==> src/rtl/race_cycle_sequencer_if.sv <==
// Control and datapath signals of the race-logic cycle sequencer.
// master: the binary control domain plus the temporal primitive it drives.
// slave:  the sequencer itself.
interface race_cycle_sequencer_if #(
    parameter int T_BITS = 3,
    parameter int N_IN   = 2
);
    logic                     start;
    logic                     cfg_falling;
    logic [N_IN-1:0]          in_en;
    logic [N_IN*T_BITS-1:0]   in_time;
    logic                     busy;
    logic                     done;
    logic                     out_valid;
    logic [T_BITS-1:0]        out_time;
    logic                     dp_rst;
    logic [N_IN-1:0]          tx;
    logic                     dp_q;

    modport master (
        output start, cfg_falling, in_en, in_time, dp_q,
        input  busy, done, out_valid, out_time, dp_rst, tx
    );

    modport slave (
        input  start, cfg_falling, in_en, in_time, dp_q,
        output busy, done, out_valid, out_time, dp_rst, tx
    );
endinterface

==> src/rtl/race_cycle_sequencer.sv <==
// Sequences one gamma cycle of a race-logic primitive: latch binary spike
// times, hold the primitive in reset, replay each spike as an edge at its
// tick, then time the primitive's output edge back into a binary value.
module race_cycle_sequencer #(
    parameter int T_BITS      = 3,
    parameter int N_IN        = 2,
    parameter int RST_CYCLES  = 2,
    parameter int SYNC_STAGES = 2
) (
    input  logic                 aclk,
    input  logic                 grst_n,
    race_cycle_sequencer_if.slave bus
);
    // The run window covers every spike time plus the synchroniser delay,
    // so an output edge caused by the latest possible spike is still seen.
    localparam int RUN_LEN = (1 << T_BITS) + SYNC_STAGES;
    localparam int CW      = $clog2(RUN_LEN + RST_CYCLES + 1);
    localparam logic [CW-1:0] RST_LAST = CW'(RST_CYCLES - 1);
    localparam logic [CW-1:0] RUN_LAST = CW'(RUN_LEN - 1);
    localparam logic [CW-1:0] SYNC_W   = CW'(SYNC_STAGES);

    typedef enum logic [1:0] {S_IDLE, S_RESET, S_RUN, S_DONE} state_t;

    state_t                         state_q;
    logic [CW-1:0]                  cnt_q;
    logic                           falling_q;
    logic [N_IN-1:0]                en_q;
    logic [N_IN-1:0][T_BITS-1:0]    time_q;
    logic [SYNC_STAGES-1:0]         sync_q;
    logic                           cap_q;
    logic                           busy_q;
    logic                           done_q;
    logic                           out_valid_q;
    logic                           dp_rst_q;
    logic [T_BITS-1:0]              out_time_q;
    logic [N_IN-1:0]                tx_q;

    logic [CW-1:0]                  tick_d;
    logic [N_IN-1:0]                fire_d;
    logic                           q_s;
    logic                           cap_now;
    logic [T_BITS-1:0]              cap_time;

    assign q_s = sync_q[SYNC_STAGES-1];

    // Tick that becomes current after this edge, which inputs are active in
    // it, and whether the synchronised output edge is captured this tick.
    always_comb begin
        tick_d = '0;
        fire_d = '0;
        if (state_q == S_RUN) begin
            tick_d = cnt_q + 1'b1;
        end
        for (int i = 0; i < N_IN; i++) begin
            fire_d[i] = en_q[i] && (tick_d >= CW'(time_q[i]));
        end
        cap_now  = (state_q == S_RUN) && !cap_q && (q_s != falling_q);
        cap_time = (cnt_q >= SYNC_W) ? T_BITS'(cnt_q - SYNC_W) : '0;
    end

    // Synchroniser for the asynchronous primitive output; primed with the
    // idle level during local reset so stale levels never look like an edge.
    always_ff @(posedge aclk or negedge grst_n) begin
        if (!grst_n) begin
            sync_q <= '0;
        end else if (state_q == S_RESET) begin
            sync_q <= {SYNC_STAGES{falling_q}};
        end else begin
            sync_q <= {sync_q[SYNC_STAGES-2:0], bus.dp_q};
        end
    end

    // Sequencer FSM with all outputs registered.
    always_ff @(posedge aclk or negedge grst_n) begin
        if (!grst_n) begin
            state_q     <= S_IDLE;
            cnt_q       <= '0;
            falling_q   <= 1'b0;
            en_q        <= '0;
            time_q      <= '0;
            cap_q       <= 1'b0;
            busy_q      <= 1'b0;
            done_q      <= 1'b0;
            out_valid_q <= 1'b0;
            out_time_q  <= '0;
            dp_rst_q    <= 1'b1;
            tx_q        <= '0;
        end else begin
            done_q <= 1'b0;
            unique case (state_q)
                S_IDLE: begin
                    if (bus.start) begin
                        en_q        <= bus.in_en;
                        time_q      <= bus.in_time;
                        falling_q   <= bus.cfg_falling;
                        tx_q        <= {N_IN{bus.cfg_falling}};
                        out_valid_q <= 1'b0;
                        out_time_q  <= '0;
                        cap_q       <= 1'b0;
                        busy_q      <= 1'b1;
                        cnt_q       <= '0;
                        state_q     <= S_RESET;
                    end
                end
                S_RESET: begin
                    if (cnt_q == RST_LAST) begin
                        cnt_q    <= '0;
                        dp_rst_q <= 1'b0;
                        state_q  <= S_RUN;
                        // tick_d is 0 here, so in_time=0 fires in tick 0
                        for (int i = 0; i < N_IN; i++) begin
                            if (fire_d[i]) tx_q[i] <= ~falling_q;
                        end
                    end else begin
                        cnt_q <= cnt_q + 1'b1;
                    end
                end
                S_RUN: begin
                    if (cap_now) begin
                        cap_q      <= 1'b1;
                        out_time_q <= cap_time;
                    end
                    if (cnt_q == RUN_LAST) begin
                        state_q     <= S_DONE;
                        done_q      <= 1'b1;
                        out_valid_q <= cap_q | cap_now;
                        if (!cap_q && !cap_now) out_time_q <= '1;
                    end else begin
                        cnt_q <= cnt_q + 1'b1;
                        // Transitions are one-way: once active, stay active
                        for (int i = 0; i < N_IN; i++) begin
                            if (fire_d[i]) tx_q[i] <= ~falling_q;
                        end
                    end
                end
                S_DONE: begin
                    busy_q   <= 1'b0;
                    dp_rst_q <= 1'b1;
                    cnt_q    <= '0;
                    state_q  <= S_IDLE;
                end
                default: state_q <= S_IDLE;
            endcase
        end
    end

    assign bus.busy      = busy_q;
    assign bus.done      = done_q;
    assign bus.out_valid = out_valid_q;
    assign bus.out_time  = out_time_q;
    assign bus.dp_rst    = dp_rst_q;
    assign bus.tx        = tx_q;
endmodule

==> src/flat_wrapper.sv <==
// flat-port wrapper written by rule: the top's interface ports become plain ports
module race_cycle_sequencer_flat 
#(
    parameter int T_BITS      = 3,
    parameter int N_IN        = 2,
    parameter int RST_CYCLES  = 2,
    parameter int SYNC_STAGES = 2
)
  (aclk, grst_n, bus_start, bus_cfg_falling, bus_in_en, bus_in_time, bus_dp_q, bus_busy, bus_done, bus_out_valid, bus_out_time, bus_dp_rst, bus_tx);
  race_cycle_sequencer_if #(.T_BITS(T_BITS), .N_IN(N_IN)) bus_i ();
  input  logic aclk;
  input  logic grst_n;
  input wire logic [$bits(bus_i.start)-1:0] bus_start;
  input wire logic [$bits(bus_i.cfg_falling)-1:0] bus_cfg_falling;
  input wire logic [$bits(bus_i.in_en)-1:0] bus_in_en;
  input wire logic [$bits(bus_i.in_time)-1:0] bus_in_time;
  input wire logic [$bits(bus_i.dp_q)-1:0] bus_dp_q;
  output wire logic [$bits(bus_i.busy)-1:0] bus_busy;
  output wire logic [$bits(bus_i.done)-1:0] bus_done;
  output wire logic [$bits(bus_i.out_valid)-1:0] bus_out_valid;
  output wire logic [$bits(bus_i.out_time)-1:0] bus_out_time;
  output wire logic [$bits(bus_i.dp_rst)-1:0] bus_dp_rst;
  output wire logic [$bits(bus_i.tx)-1:0] bus_tx;
  assign bus_i.start = bus_start;
  assign bus_i.cfg_falling = bus_cfg_falling;
  assign bus_i.in_en = bus_in_en;
  assign bus_i.in_time = bus_in_time;
  assign bus_i.dp_q = bus_dp_q;
  assign bus_busy = bus_i.busy;
  assign bus_done = bus_i.done;
  assign bus_out_valid = bus_i.out_valid;
  assign bus_out_time = bus_i.out_time;
  assign bus_dp_rst = bus_i.dp_rst;
  assign bus_tx = bus_i.tx;
  race_cycle_sequencer #(.T_BITS(T_BITS), .N_IN(N_IN), .RST_CYCLES(RST_CYCLES), .SYNC_STAGES(SYNC_STAGES)) u_core (.aclk(aclk), .grst_n(grst_n), .bus(bus_i));
endmodule
==> config.mk <==
export PLATFORM = sky130hd
export DESIGN_NAME = race_cycle_sequencer_flat
export DESIGN_NICKNAME = d
export VERILOG_FILES = /design/src/rtl/race_cycle_sequencer_if.sv /design/src/rtl/race_cycle_sequencer.sv /design/src/flat_wrapper.sv
export SDC_FILE = /design/constraint.sdc
export NUM_CORES = 1
export LEC_CHECK = 0
export ABC_AREA = 1
export CAP_MARGIN = 25
export CORE_ASPECT_RATIO = 1.25
export CORE_MARGIN = 2
export CORE_UTILIZATION = 50
export DETAILED_ROUTE_END_ITERATION = 7
export DONT_BUFFER_PORTS = 1
export PLACE_DENSITY = 0.67
export SETUP_SLACK_MARGIN = 0.05
export SYNTH_ARGS = -nofsm -noshare
export SYNTH_HDL_FRONTEND = slang
export SYNTH_SLANG_ARGS = --single-unit
==> constraint.sdc <==
create_clock -name aclk -period 2.5 [get_ports aclk]
set_input_delay 0.375 -clock aclk [delete_from_list [all_inputs] [get_ports aclk]]
set_output_delay 0.375 -clock aclk [all_outputs]
set_load 0.01 [all_outputs]
==> metrics, run 1 <==
H-tree depth 1; fin crit period 1.92 ns; TritonCTS Buffers 3; syn_nets 217; vias per cell 5.31; fin. max-slew vios 0; worst hold path stage count 2; adder-cell area share of the yosys netlist 0.122; IO Count 22; Worst Path Required 2.75 ns; vias in the first global route 1224; Worst setup SP type flip-flop; Clk Tree Root Cell clkbuf_4; Leakage 0.831 nW; Worst Hold Class in2reg; Syn Area/Cell 8.13 µm²; area delta synth->final 5.78%; CP arrival 2.17 ns; status completed; RSZ-0062 raised after global routing no; multiplexer area fraction after synthesis 0; #FFs+latches synth 27; setup violators final 0; Post-Synthesis Cells roughly 190; most frequent cells in the layout nand2_1 (62), inv_1 (27), dfrtp_1 (26); Initial DRC Count 25; starting density of the core 0.522; source of the worst register-to-register timing path u_core.state_q[0]; XOR/XNOR share of the synthesized area 0.00570; Power Density around 1100 nW/µm²; Port Buffers 0; initial antenna violation count 0; Die H approximately 66 µm; final instance area roughly 1600 µm²; via count 1215; post_cts resized 0; Die Wd 53.6 µm; Post-CTS Setup Bufs 0; worst-margin pin slew ~0.41 ns; clock latency at the later pin of the worst-skew pair 0.34 ns; reg2reg setup slack 0.58 ns; share of layout cells above drive strength 1 0.0829; GRT Overall Usage 0.193; 1st-pass router iterations 4; worst clock skew 0.00975 ns; Hold Path End u_core.sync_q[0]; Distinct cells, synth 24; Cell Area, Synth 1540 µm²; Synth Area in Compound Gates 0.107; setup total negative slack 0 ns; Hold Path Origin bus_dp_q; Final Hold Fails 0; Max Clk Rate 522 MHz; Placed Area 1570 µm²; Worst-path clk slew 0.16 ns; register area share after synthesis 0.441; GR Overflow Total 0; worst-path fanout max 5; FF-to-FF End u_core.bus.tx[0]; filler cell count 293; Routed Wire Length 2.96 mm; clock buffer depth 2; Post-DP HPWL 2.33 mm; pin count of the biggest net entering global routing 28; Crit. End Element flip-flop; max_slew headroom 0.728; period utilization 0.767; Simple-Gate Fraction of Synth Area 0.243; Row Count 22; Core Box Area 2950 µm²; clock sink count 27; TritonCTS clock tree built; peak supply drop between 0.5 and 0.6 mV; Crit. Startpoint u_core.state_q[0]; Detail Route Antenna Nets 0; Worst Setup Path Type reg2reg; largest family of logic cells by synthesized area simple AND/OR/NAND/NOR gates; DRC viols 0; R2R cell count 13; RePlAce Congestion 0.879; average wire per standard cell 12.9 µm; commonest non-fill, non-tap cell in the layout nand2_1; Ys Warns 0; DIE AREA 3530 µm²; max-cap violations 0; Layout Nets between 200 and 250; Ant. Diodes 0; first-pass GRT wire length 5.02 mm
[layout make-up]
type / count / area (µm²) / area share
flip-flops and latches: 27 / 677 / 0.416
clock buffers: 3 / 22.5 / 0.0139
well taps: 36 / 45.0 / 0.0277
repair buffers: 2 / 30.0 / 0.0185
inverters: 29 / 109 / 0.0670
multi-input cells: 131 / 734 / 0.452
clock inverters: 1 / 7.51 / 0.00462
[state kept, by name, indices dropped and copies added, names as in the netlist, 2 cells and up]
name and count:
u_core.sync_q 2, u_core.cnt_q 4, u_core.en_q 2, u_core.state_q 2, u_core.time_q 6, u_core.bus.out_time 3, u_core.bus.tx 2
[metal layers]
metal	part of all wire	global-route usage	wire length, µm
met1	0.42	0.213	1240
met2	0.53	0.352	1560
met3	0.030	0.0271	88
met4	0.024	0.0865	70
met5	0	0	0
[where the power goes]
part           total, mW  switching (mW)  internal (mW)
sequential         0.708           0.117          0.591
clock              0.198           0.137         0.0614
combinational      0.904           0.589          0.315
[critical path, stage by stage, from the launching register on]
cell and delay [ns]:
dfrtp_1 0.44, inv_1 0.11, ha_1 0.26, inv_1 0.12, nor2_1 0.15, ha_1 0.25
nand2_1 0.07, nand2_1 0.05, nand2_1 0.05, nand3_1 0.08, nand2_1 0.07, nand2_1 0.06
nand3_1 0.07, nand2_1 0.05
[what timing repair did]
item / CTS / global route
endpoints found under the setup margin: 0 / 0
hold buffers: 2 / 0
endpoints found under the hold margin: 27 / 0
[synthesized netlist by cell type, drive strengths merged]
cell type,count,area share
xnor2,1,0.0057
a21oi,3,0.015
o211ai,1,0.0081
buf,2,0.011
o21ai,20,0.068
o22ai,4,0.016
nor3,4,0.016
dfstp,1,0.017
inv,29,0.071
nor2,8,0.020
dfrtp,26,0.42
ha,15,0.12
or2,1,0.0041
nand2,64,0.16
nand3,10,0.041
[worst max-delay path by stage]
stage                  endpoint  slack (ns)
2_1_floorplan  u_core.bus.tx[0]        0.82
3_3_place_gp   u_core.bus.tx[0]        0.63
3_5_place_dp   u_core.bus.tx[0]        0.59
4_1_cts        u_core.bus.tx[0]        0.57
5_1_grt        u_core.bus.tx[0]        0.37
6_report       u_core.bus.tx[0]        0.58
[kinds of logic after synthesis]
group                      after synthesis
buffers and inverters                   31
AOI/OAI and AO/OA                       28
xor gates and xnor gates                 1
DFF                                     27
and+or+nand+nor                         87
adders and majority gates               15
[per-stage QoR]
stage / instances / utilization / power (mW) / hold slack [ns] / worst slack, ns
after floorplan: 189 / - / 1.41 / 0.0794 / 0.818
after global placement: 223 / 0.531 / 1.57 / 0.0801 / 0.631
after detailed placement: 223 / 0.531 / 1.61 / 0.0801 / 0.589
after CTS: 229 / 0.552 / 1.82 / 0.125 / 0.567
after global routing: 229 / 0.552 / 2.01 / 0.132 / 0.369
final: 229 / 0.552 / 1.81 / 0.131 / 0.583
(Power assumes the default switching activity.)
==> inputs of run 2 (changes only) <==
- PLACE_DENSITY: 0.67 -> 0.7
- clock period: 2.5 -> 1.6 ns (I/O delays scaled with it)
==> run 2 against run 1 <==
The run now ends with setup timing left. Sequential share of layout area fell by 7.1 points. Non-clock buffer count is 18 higher. Combinational power grew 140%. Highest routed layer unchanged.
==> metrics, run 2 (synthesized netlist as in run 1, its figures left out) <==
Layout Nets ~240; period utilization 1.08; Power Density 1830 nW/µm²; Detail Route Antenna Nets 0; vias in the first global route 1274; Core Box Area 2950 µm²; R2R cell count 15; GRT Overall Usage 0.214; Initial DRC Count 50; Non-Filler Instances 248; first-pass GRT wire length 5.44 mm; placed cell count between 200 and 250; DRC viols 0; fin crit period roughly 1.7 ns; Biggest register u_core.time_q; Hold Path End u_core.falling_q; most frequent cells in the layout nand2_1 (56), dfrtp_1 (24), inv_1 (19); source of the worst register-to-register timing path u_core.state_q[0]; reg2reg setup slack -0.13 ns; area delta synth->final 28.2%; max_slew headroom 0.792; Row Count 22; max reg flops 6; WL met2 2.04 mm; Die Wd 53.6 µm; Crit. Startpoint u_core.state_q[0]; starting density of the core 0.522; RePlAce Congestion 0.850; clock sink count 27; Worst Path Required 1.84 ns; TritonCTS clock tree built; failing checks setup timing; IO Count 22; worst-path fanout max 3; Top Layer Used met4; wire length on met3 150 µm; worst-margin pin slew 0.311 ns; TritonCTS Buffers 3; worst clock skew 0.00593 ns; fin. max-slew vios 0; commonest non-fill, non-tap cell in the layout nand2_1; vias per cell 5.35; via count between 1000 and 1500; clock latency at the later pin of the worst-skew pair 0.33 ns; clock buffer depth 2; initial antenna violation count 0; CP arrival approximately 2 ns; max-cap violations 0; DRT met1 WL between 1 and 1.5 mm; setup violators final 8; Final Hold Fails 0; Ant. Diodes 0; peak supply drop 1.17 mV; RSZ-0062 raised after global routing yes; final instance area 1970 µm²; Worst Setup Path Type reg2reg; share of layout cells above drive strength 1 0.340; average wire per standard cell 14.9 µm; Worst Hold Class in2reg; Routed Wire Length approximately 3.7 mm; Post-DP HPWL between 2 and 2.5 mm; DIE AREA about 3500 µm²; Placed Area 1710 µm²; status finished, violations left; Crit. End Element flip-flop; Worst setup SP type flip-flop; GR Overflow Total 0; Clk Tree Root Cell clkbuf_4; Die H 66.0 µm; final setup margin -0.131 ns; worst hold path stage count 2; Hold Path Origin bus_cfg_falling; FF-to-FF End u_core.bus.tx[1]; Port Buffers 0; Leakage 0.925 nW; Worst-path clk slew about 0.15 ns; Max Clk Rate 578 MHz; H-tree depth 1; 1st-pass router iterations 5; pin count of the biggest net entering global routing 28
-- run 2: changes by cell type in the layout (fill, tap and decap cells not counted), moves of 6 or more --
cell,before,now
ha_4,0,6
o21ai_1,1,7
buf_4,0,16
inv_1,27,19
ha_1,15,8
o21ai_0,18,9
nand2_1,62,56
-- run 2: how the worst max path moves through the flow --
stage / to / slack (ns) / cells after the start
floorplan: u_core.bus.tx[0] / 0.01 / 13
global placement: u_core.bus.tx[1] / -0.06 / 10
detailed placement: u_core.bus.tx[1] / -0.11 / 10
CTS: u_core.bus.tx[1] / -0.09 / 10
global route: u_core.bus.tx[1] / -0.25 / 11
finish: u_core.bus.tx[1] / -0.13 / 15
-- run 2: per-layer routing --
layer | global-route usage | vias to the layer above
met3 | 0.0294 | 11
met5 | 0 | -
met1 | 0.235 | 637
met2 | 0.389 | 36
met4 | 0.103 | 0
li1 | - | 644
-- run 2: critical path, cell delays in order (launching register included) --
cell     delay (ns)
dfrtp_1        0.44
inv_4          0.10
ha_4           0.16
nand2_4        0.06
ha_4           0.26
inv_2          0.03
nand2_2        0.05
nand2_1        0.05
nand2_1        0.06
nand2_1        0.06
nand3_1        0.07
nand2_1        0.07
nand2_1        0.07
nand2_1        0.05
nand2_1        0.05
nand2_1        0.05
-- run 2: what timing repair did --
item,4_1_cts,5_1_grt
pin swaps,6,18
endpoints found under the hold margin,27,0
gates resized for setup,16,33
gates cloned,0,1
hold buffers,2,0
setup endpoints to repair,12,21
buffers inserted,3,3
-- run 2: stage by stage --
stage | worst slack [ns] | hold slack (ns) | power, mW | util | TNS [ns]
after global routing | -0.254 | 0.000565 | 3.90 | 0.669 | -1.13
after floorplan | 0.0119 | -0.0556 | 2.30 | - | 0
final | -0.131 | 0.00314 | 3.60 | 0.669 | -0.456
after detailed placement | -0.113 | -0.0548 | 2.77 | 0.580 | -0.301
after CTS | -0.0893 | 0.000552 | 3.24 | 0.625 | -0.160
after global placement | -0.0591 | -0.0548 | 2.71 | 0.580 | -0.0940
-- run 2: final cells by class --
cell class / instances / area (µm²)
well taps: 36 / 45.0
inverters: 29 / 120
repair inverters: 1 / 7.51
multi-input cells: 131 / 918
repair buffers: 20 / 173
flip-flops and latches: 27 / 679
fillers: 236 / 976
clock buffers: 4 / 26.3
-- run 2: power by group --
part | switching, mW | internal [mW] | total (mW)
logic | 1.26 | 0.913 | 2.17
clock network | 0.205 | 0.0980 | 0.303
registers | 0.197 | 0.929 | 1.13
total | 1.66 | 1.94 | 3.60
